===== config.mk =====
export PLATFORM = sky130hd
export DESIGN_NAME = cba16_wide_add_sequencer_flat
export DESIGN_NICKNAME = d
export VERILOG_FILES = /design/src/rtl/cba16_wide_add_sequencer_if.sv /design/src/rtl/cba16_wide_add_sequencer.sv /design/src/flat_wrapper.sv
export SDC_FILE = /design/constraint.sdc
export NUM_CORES = 1
export LEC_CHECK = 0
export CAP_MARGIN = 20
export CORE_MARGIN = 5
export CORE_UTILIZATION = 24
export DETAILED_ROUTE_END_ITERATION = 7
export PLACE_DENSITY = 0.49
export SKIP_CTS_REPAIR_TIMING = 1
export SLEW_MARGIN = 40
export SYNTH_ARGS = -nofsm -noshare
export SYNTH_HDL_FRONTEND = slang
export SYNTH_SLANG_ARGS = --single-unit

===== constraint.sdc =====
create_clock -name clk -period 3.7 [get_ports clk]
set_input_delay 0.555 -clock clk [delete_from_list [all_inputs] [get_ports clk]]
set_output_delay 0.555 -clock clk [all_outputs]
set_load 0.01 [all_outputs]

===== src/rtl/cba16_wide_add_sequencer_if.sv =====
// cba16_wide_add_sequencer_if: operand/result valid-ready bus (master drives operands, slave returns the result)
interface cba16_wide_add_sequencer_if #(parameter int WORDS = 4);
  logic                  in_valid;
  logic                  in_ready;
  logic [WORDS*16-1:0]   in_a;
  logic [WORDS*16-1:0]   in_b;
  logic                  in_cin;
  logic                  in_sub;
  logic                  out_valid;
  logic                  out_ready;
  logic [WORDS*16-1:0]   out_sum;
  logic                  out_cout;
  modport master (output in_valid, in_a, in_b, in_cin, in_sub, out_ready,
                  input in_ready, out_valid, out_sum, out_cout);
  modport slave (input in_valid, in_a, in_b, in_cin, in_sub, out_ready,
                 output in_ready, out_valid, out_sum, out_cout);
endinterface


===== src/rtl/cba16_wide_add_sequencer.sv =====
// cba16_wide_add_sequencer: WORDS*16-bit add/sub over one external 16-bit adder (ports: clk, rst_n, bus slave, busy, add_a/b/cin out, add_sum/cout in)
module cba16_wide_add_sequencer #(
  parameter int WORDS = 4,
  parameter int IDXW  = 4
) (
  input  logic                         clk,
  input  logic                         rst_n,
  cba16_wide_add_sequencer_if.slave    bus,
  output logic                         busy,
  output logic [15:0]                  add_a,
  output logic [15:0]                  add_b,
  output logic                         add_cin,
  input  logic [15:0]                  add_sum,
  input  logic                         add_cout
);
  localparam int N = WORDS * 16;
  typedef enum logic [1:0] {IDLE, RUN, DONE} state_t;
  state_t          state_q;
  logic [IDXW-1:0] idx_q;
  logic            carry_q;
  logic            cout_q;
  logic [N-1:0]    op_a_q;
  logic [N-1:0]    op_b_q;
  logic [N-1:0]    sum_q;
  logic            run;
  assign run           = state_q == RUN;
  assign bus.in_ready  = state_q == IDLE;
  assign bus.out_valid = state_q == DONE;
  assign bus.out_sum   = sum_q;
  assign bus.out_cout  = cout_q;
  assign busy          = state_q != IDLE;
  assign add_a         = run ? op_a_q[idx_q*16 +: 16] : '0;
  assign add_b         = run ? op_b_q[idx_q*16 +: 16] : '0;
  assign add_cin       = run & carry_q;
  always_ff @(posedge clk or negedge rst_n) begin
    if (!rst_n) begin
      state_q <= IDLE;
      idx_q   <= '0;
      carry_q <= 1'b0;
      cout_q  <= 1'b0;
      op_a_q  <= '0;
      op_b_q  <= '0;
      sum_q   <= '0;
    end else begin
      case (state_q)
        IDLE: if (bus.in_valid) begin
          op_a_q  <= bus.in_a;
          op_b_q  <= bus.in_sub ? ~bus.in_b : bus.in_b;
          carry_q <= bus.in_sub | bus.in_cin;
          idx_q   <= '0;
          state_q <= RUN;
        end
        RUN: begin
          sum_q[idx_q*16 +: 16] <= add_sum;
          carry_q               <= add_cout;
          idx_q                 <= idx_q + 1'b1;
          if (idx_q == IDXW'(WORDS - 1)) begin
            cout_q  <= add_cout;
            state_q <= DONE;
          end
        end
        DONE: if (bus.out_ready) state_q <= IDLE;
        default: state_q <= IDLE;
      endcase
    end
  end
endmodule


===== src/flat_wrapper.sv =====
// flat-port wrapper written by rule: the top's interface ports become plain ports
module cba16_wide_add_sequencer_flat 
#(
  parameter int WORDS = 4,
  parameter int IDXW  = 4
)
  (clk, rst_n, busy, add_a, add_b, add_cin, add_sum, add_cout, bus_in_valid, bus_in_a, bus_in_b, bus_in_cin, bus_in_sub, bus_out_ready, bus_in_ready, bus_out_valid, bus_out_sum, bus_out_cout);
  cba16_wide_add_sequencer_if #(.WORDS(WORDS)) bus_i ();
  input  logic clk;
  input  logic rst_n;
  output logic busy;
  output logic [15:0] add_a;
  output logic [15:0] add_b;
  output logic add_cin;
  input  logic [15:0] add_sum;
  input  logic add_cout;
  input wire logic [$bits(bus_i.in_valid)-1:0] bus_in_valid;
  input wire logic [$bits(bus_i.in_a)-1:0] bus_in_a;
  input wire logic [$bits(bus_i.in_b)-1:0] bus_in_b;
  input wire logic [$bits(bus_i.in_cin)-1:0] bus_in_cin;
  input wire logic [$bits(bus_i.in_sub)-1:0] bus_in_sub;
  input wire logic [$bits(bus_i.out_ready)-1:0] bus_out_ready;
  output wire logic [$bits(bus_i.in_ready)-1:0] bus_in_ready;
  output wire logic [$bits(bus_i.out_valid)-1:0] bus_out_valid;
  output wire logic [$bits(bus_i.out_sum)-1:0] bus_out_sum;
  output wire logic [$bits(bus_i.out_cout)-1:0] bus_out_cout;
  assign bus_i.in_valid = bus_in_valid;
  assign bus_i.in_a = bus_in_a;
  assign bus_i.in_b = bus_in_b;
  assign bus_i.in_cin = bus_in_cin;
  assign bus_i.in_sub = bus_in_sub;
  assign bus_i.out_ready = bus_out_ready;
  assign bus_in_ready = bus_i.in_ready;
  assign bus_out_valid = bus_i.out_valid;
  assign bus_out_sum = bus_i.out_sum;
  assign bus_out_cout = bus_i.out_cout;
  cba16_wide_add_sequencer #(.WORDS(WORDS), .IDXW(IDXW)) u_core (.clk(clk), .rst_n(rst_n), .bus(bus_i), .busy(busy), .add_a(add_a), .add_b(add_b), .add_cin(add_cin), .add_sum(add_sum), .add_cout(add_cout));
endmodule

==> results.sh, run 1 <==
export IMPL_setup_ws_ns=0.279
export IMPL_synth_top_family_by_area="multiplexers"
export IMPL_syn_avg_cell_area_um2=11.1
export IMPL_root_buffer="clkbuf_16"
export IMPL_timing_setup_tns_ns=0
export IMPL_worst_setup_path_end_kind="output port"
export IMPL_drtAntennaViolNets=0
export IMPL_instances_no_fill=1594
export IMPL_p_clk_share_pct=16.8
export IMPL_power_density_nw_per_um2=827
export IMPL_syn_nets=985
export IMPL_port_buffers=251
export IMPL_fp_row_count=72
export IMPL_critPathTopFamily="buffers and inverters"
export IMPL_yosysWarningCount=0
export IMPL_cap_violations=0
export IMPL_area_growth_pct=39.3
export IMPL_cp_max_fo=19
export IMPL_die_y_um=206
export IMPL_dieArea_um2=42600
export IMPL_nets=1217
export IMPL_htree_levels=4
export IMPL_drcViolationCount=0
export IMPL_synth_simple_area_share_pct=15.9
export IMPL_clk_latency_ns=0.44
export IMPL_rsz0062_at_grt="false"
export IMPL_synthCells=831
export IMPL_wl_per_cell_um=17.0
export IMPL_critPathLaunch="u_core.idx_q[0]"
export IMPL_dpl_cell_area_um2=12300
export IMPL_p_leak_nw=5.69
export IMPL_critical_path_max_stage_delay_ns=0.73
export IMPL_die_w_um=206
export IMPL_yosysSeqAreaShare_pct=54.0
export IMPL_drt_iter0_markers=239
export IMPL_outcome="complete, no violations"
export IMPL_relSlewSlack_pct=48.0
export IMPL_p_sw_mw=3.81
export IMPL_coreArea_um2=38400
export IMPL_hpwl_um=19300
export IMPL_p_comb_share_pct=47.0
export IMPL_clock_sinks=200
export IMPL_crit_chain="buf_4 -> mux4_2 -> and3_1 -> clkdlybuf4s50_1"
export IMPL_grt_pass1_wl_um=41600
export IMPL_clkTransAtPathRegs_ns=0.07
export IMPL_crit_type="flop to output port"
export IMPL_path_buf_inv=2
export IMPL_internal_power_mw=6.86
export IMPL_fmax_mhz=292
export IMPL_synth_cell_types=31
export IMPL_placed_cells=1562
export IMPL_cpMaxStageDelayCell="dfrtp_2"
export IMPL_synth_fa_ha_area_share_pct=0.405
export IMPL_ir_worst_vdd_v=0.000312
export IMPL_n_antenna_cell=0
export IMPL_min_period_ns=3.42
export IMPL_reg2reg_setup_slack_ns=0.92
export IMPL_cts_tree="done"
export IMPL_reg2regPathDepth=6
export IMPL_grt_pass1_vias=6934
export IMPL_synthMuxAreaShare_pct=16.5
export IMPL_numCtsBuffers=17
export IMPL_initial_core_util_pct=24.1
export IMPL_drive_above_1_share_pct=14.7
export IMPL_globalplace_congestion=0.759
export IMPL_period_share_pct=92.5
export IMPL_total_power_mw=10.7
export IMPL_worst_pin_slew_ns=0.780
export IMPL_start_kind="flop"
export IMPL_viasPerCell=4.16
export IMPL_dp_slack_ns=0.660
export IMPL_finalHoldViolCount=0
export IMPL_fin_worst_skew_ns=0.0120
export IMPL_synth_compound_area_share_pct=3.76
export IMPL_hp_class="input port to async pin"
export IMPL_holdWs_ns=0.0835
export IMPL_r2r_end="u_core.bus.out_sum[41]"
export IMPL_grt_remaining_overflow=0
export IMPL_finish_instance_area_um2=12900
export IMPL_grtUsageTotal_pct=12.7
export IMPL_drt_total_wl_um=27200
export IMPL_pwr_share_seq_pct=36.2
export IMPL_fin_util_pct=33.6
export IMPL_required_ns=3.14
export IMPL_finalSetupViolCount=0
export IMPL_r2r_start="u_core.idx_q[0]"
export IMPL_synth_xor_area_share_pct=6.24
export IMPL_vias=6626
export IMPL_ys_seq_elements=200
export IMPL_syn_cell_area_um2=9260
export IMPL_critical_path_arrival_ns=2.87
export IMPL_dr_pass1_iters=4
export IMPL_grt_antenna_before_repair=3
export IMPL_swShare_pct=35.8
export IMPL_cts_buffer_depth=2
export IMPL_io_pins=252
export IMPL_grt_max_degree=108
export IMPL_slew_violations=0
## worst max-delay path by stage
stage | end | slack, ns | cells after the start
floorplan | u_core.bus.out_sum[22] | 0.97 | 9
global placement | add_a[13] | 0.67 | 4
detailed placement | add_a[13] | 0.66 | 4
CTS | add_a[13] | 0.16 | 4
global route | add_a[13] | 0.09 | 4
finish | add_a[13] | 0.28 | 4
## state kept, by name, indices dropped and copies added (netlist names)
| signal | count |
|---|---|
| u_core.op_a_q | 64 |
| u_core.idx_q | 4 |
| u_core.bus.out_sum | 64 |
| u_core.carry_q | 1 |
| u_core.state_q | 2 |
| u_core.op_b_q | 64 |
| u_core.bus.out_cout | 1 |
## metal layers
metal	GRT usage [%]	share of wire (%)
met1	17.1	46
met2	20.0	47
met3	3.42	5.6
met4	3.90	1.3
met5	0	0.14
## cells by family (layout without fill, tap and decap cells)
family                   count (synthesis)  count (layout)
AND/OR/NAND/NOR                        335             335
adder cells (fa/ha/maj)                  3               3
flip-flops                             200             200
AO/OA/AOI/OAI                           69              69
XOR/XNOR                                66              66
buffers and inverters                   61             306
multiplexers                            97              97
## worst register-to-register path, delay by kind of cell, from the launching register on
kind                     cells  cell delay (ns)
XOR/XNOR                     1             0.19
adder cells (fa/ha/maj)      1             0.28
buffers and inverters        1             0.19
flip-flops                   1             0.73
multiplexers                 1             0.45
AND/OR/NAND/NOR              2             0.82
## cells in the mapped netlist (all sizes together)
cell type,number,area [um2]
xnor2,64,561
nor4b,2,32.5
dfrtp,200,5000
o21ai,68,340
and3,33,206
inv,4,15.0
nor2,5,21.3
xor2,2,17.5
and2,18,113
ha,3,37.5
nand3,5,25.0
nand2b,2,20.0
o31ai,1,7.51
nand4,3,33.8
mux2,65,807
mux4,32,721
or3,1,6.26
buf,24,150
and2b,1,7.51
nand3b,1,20.0
clkbuf,33,124
nand2,264,991
## area by class of cell
class	count	area, um2
sequential	200	5010
clock buffer	21	460
inverter	4	15.0
clock inverter	11	90.1
tap	518	648
timing repair buffer	270	2690
fill	3977	25500
multi-input combinational	570	3990
## power groups by stage
stage | Clock [mW] | Sequential (mW) | Combinational [mW]
floorplan | 0 | 3.79 | 2.92
CTS | 1.87 | 3.87 | 5.16
finish | 1.80 | 3.86 | 5.02
global placement | 0 | 3.89 | 5.09
detailed placement | 0 | 3.90 | 5.14
global route | 1.95 | 3.99 | 5.51
## cells in the final DEF (no fill, tap or decap), drive strengths merged
cell type	synthesis	layout
and2b	1	1
xnor2	64	64
ha	3	3
o31ai	1	1
dfrtp	200	200
clkinv	0	3
nor4b	2	2
clkdlybuf4s50	0	249
nand2b	2	2
or3	1	1
clkinvlp	0	4
inv	4	8
clkbuf	33	21
mux2	65	65
xor2	2	2
nand3	5	5
nand3b	1	1
mux4	32	32
nor2	5	5
buf	24	21
nand2	264	264
nand4	3	3
o21ai	68	68
and2	18	18
and3	33	33
No activity file was read; power rests on OpenSTA's default activity.
==> run 2, diff against run 1 <==
SKIP_CTS_REPAIR_TIMING = unset   (was 1)
==> results of run 2 <==
The final DEF is identical to that of run 1; final timing and power are the same.
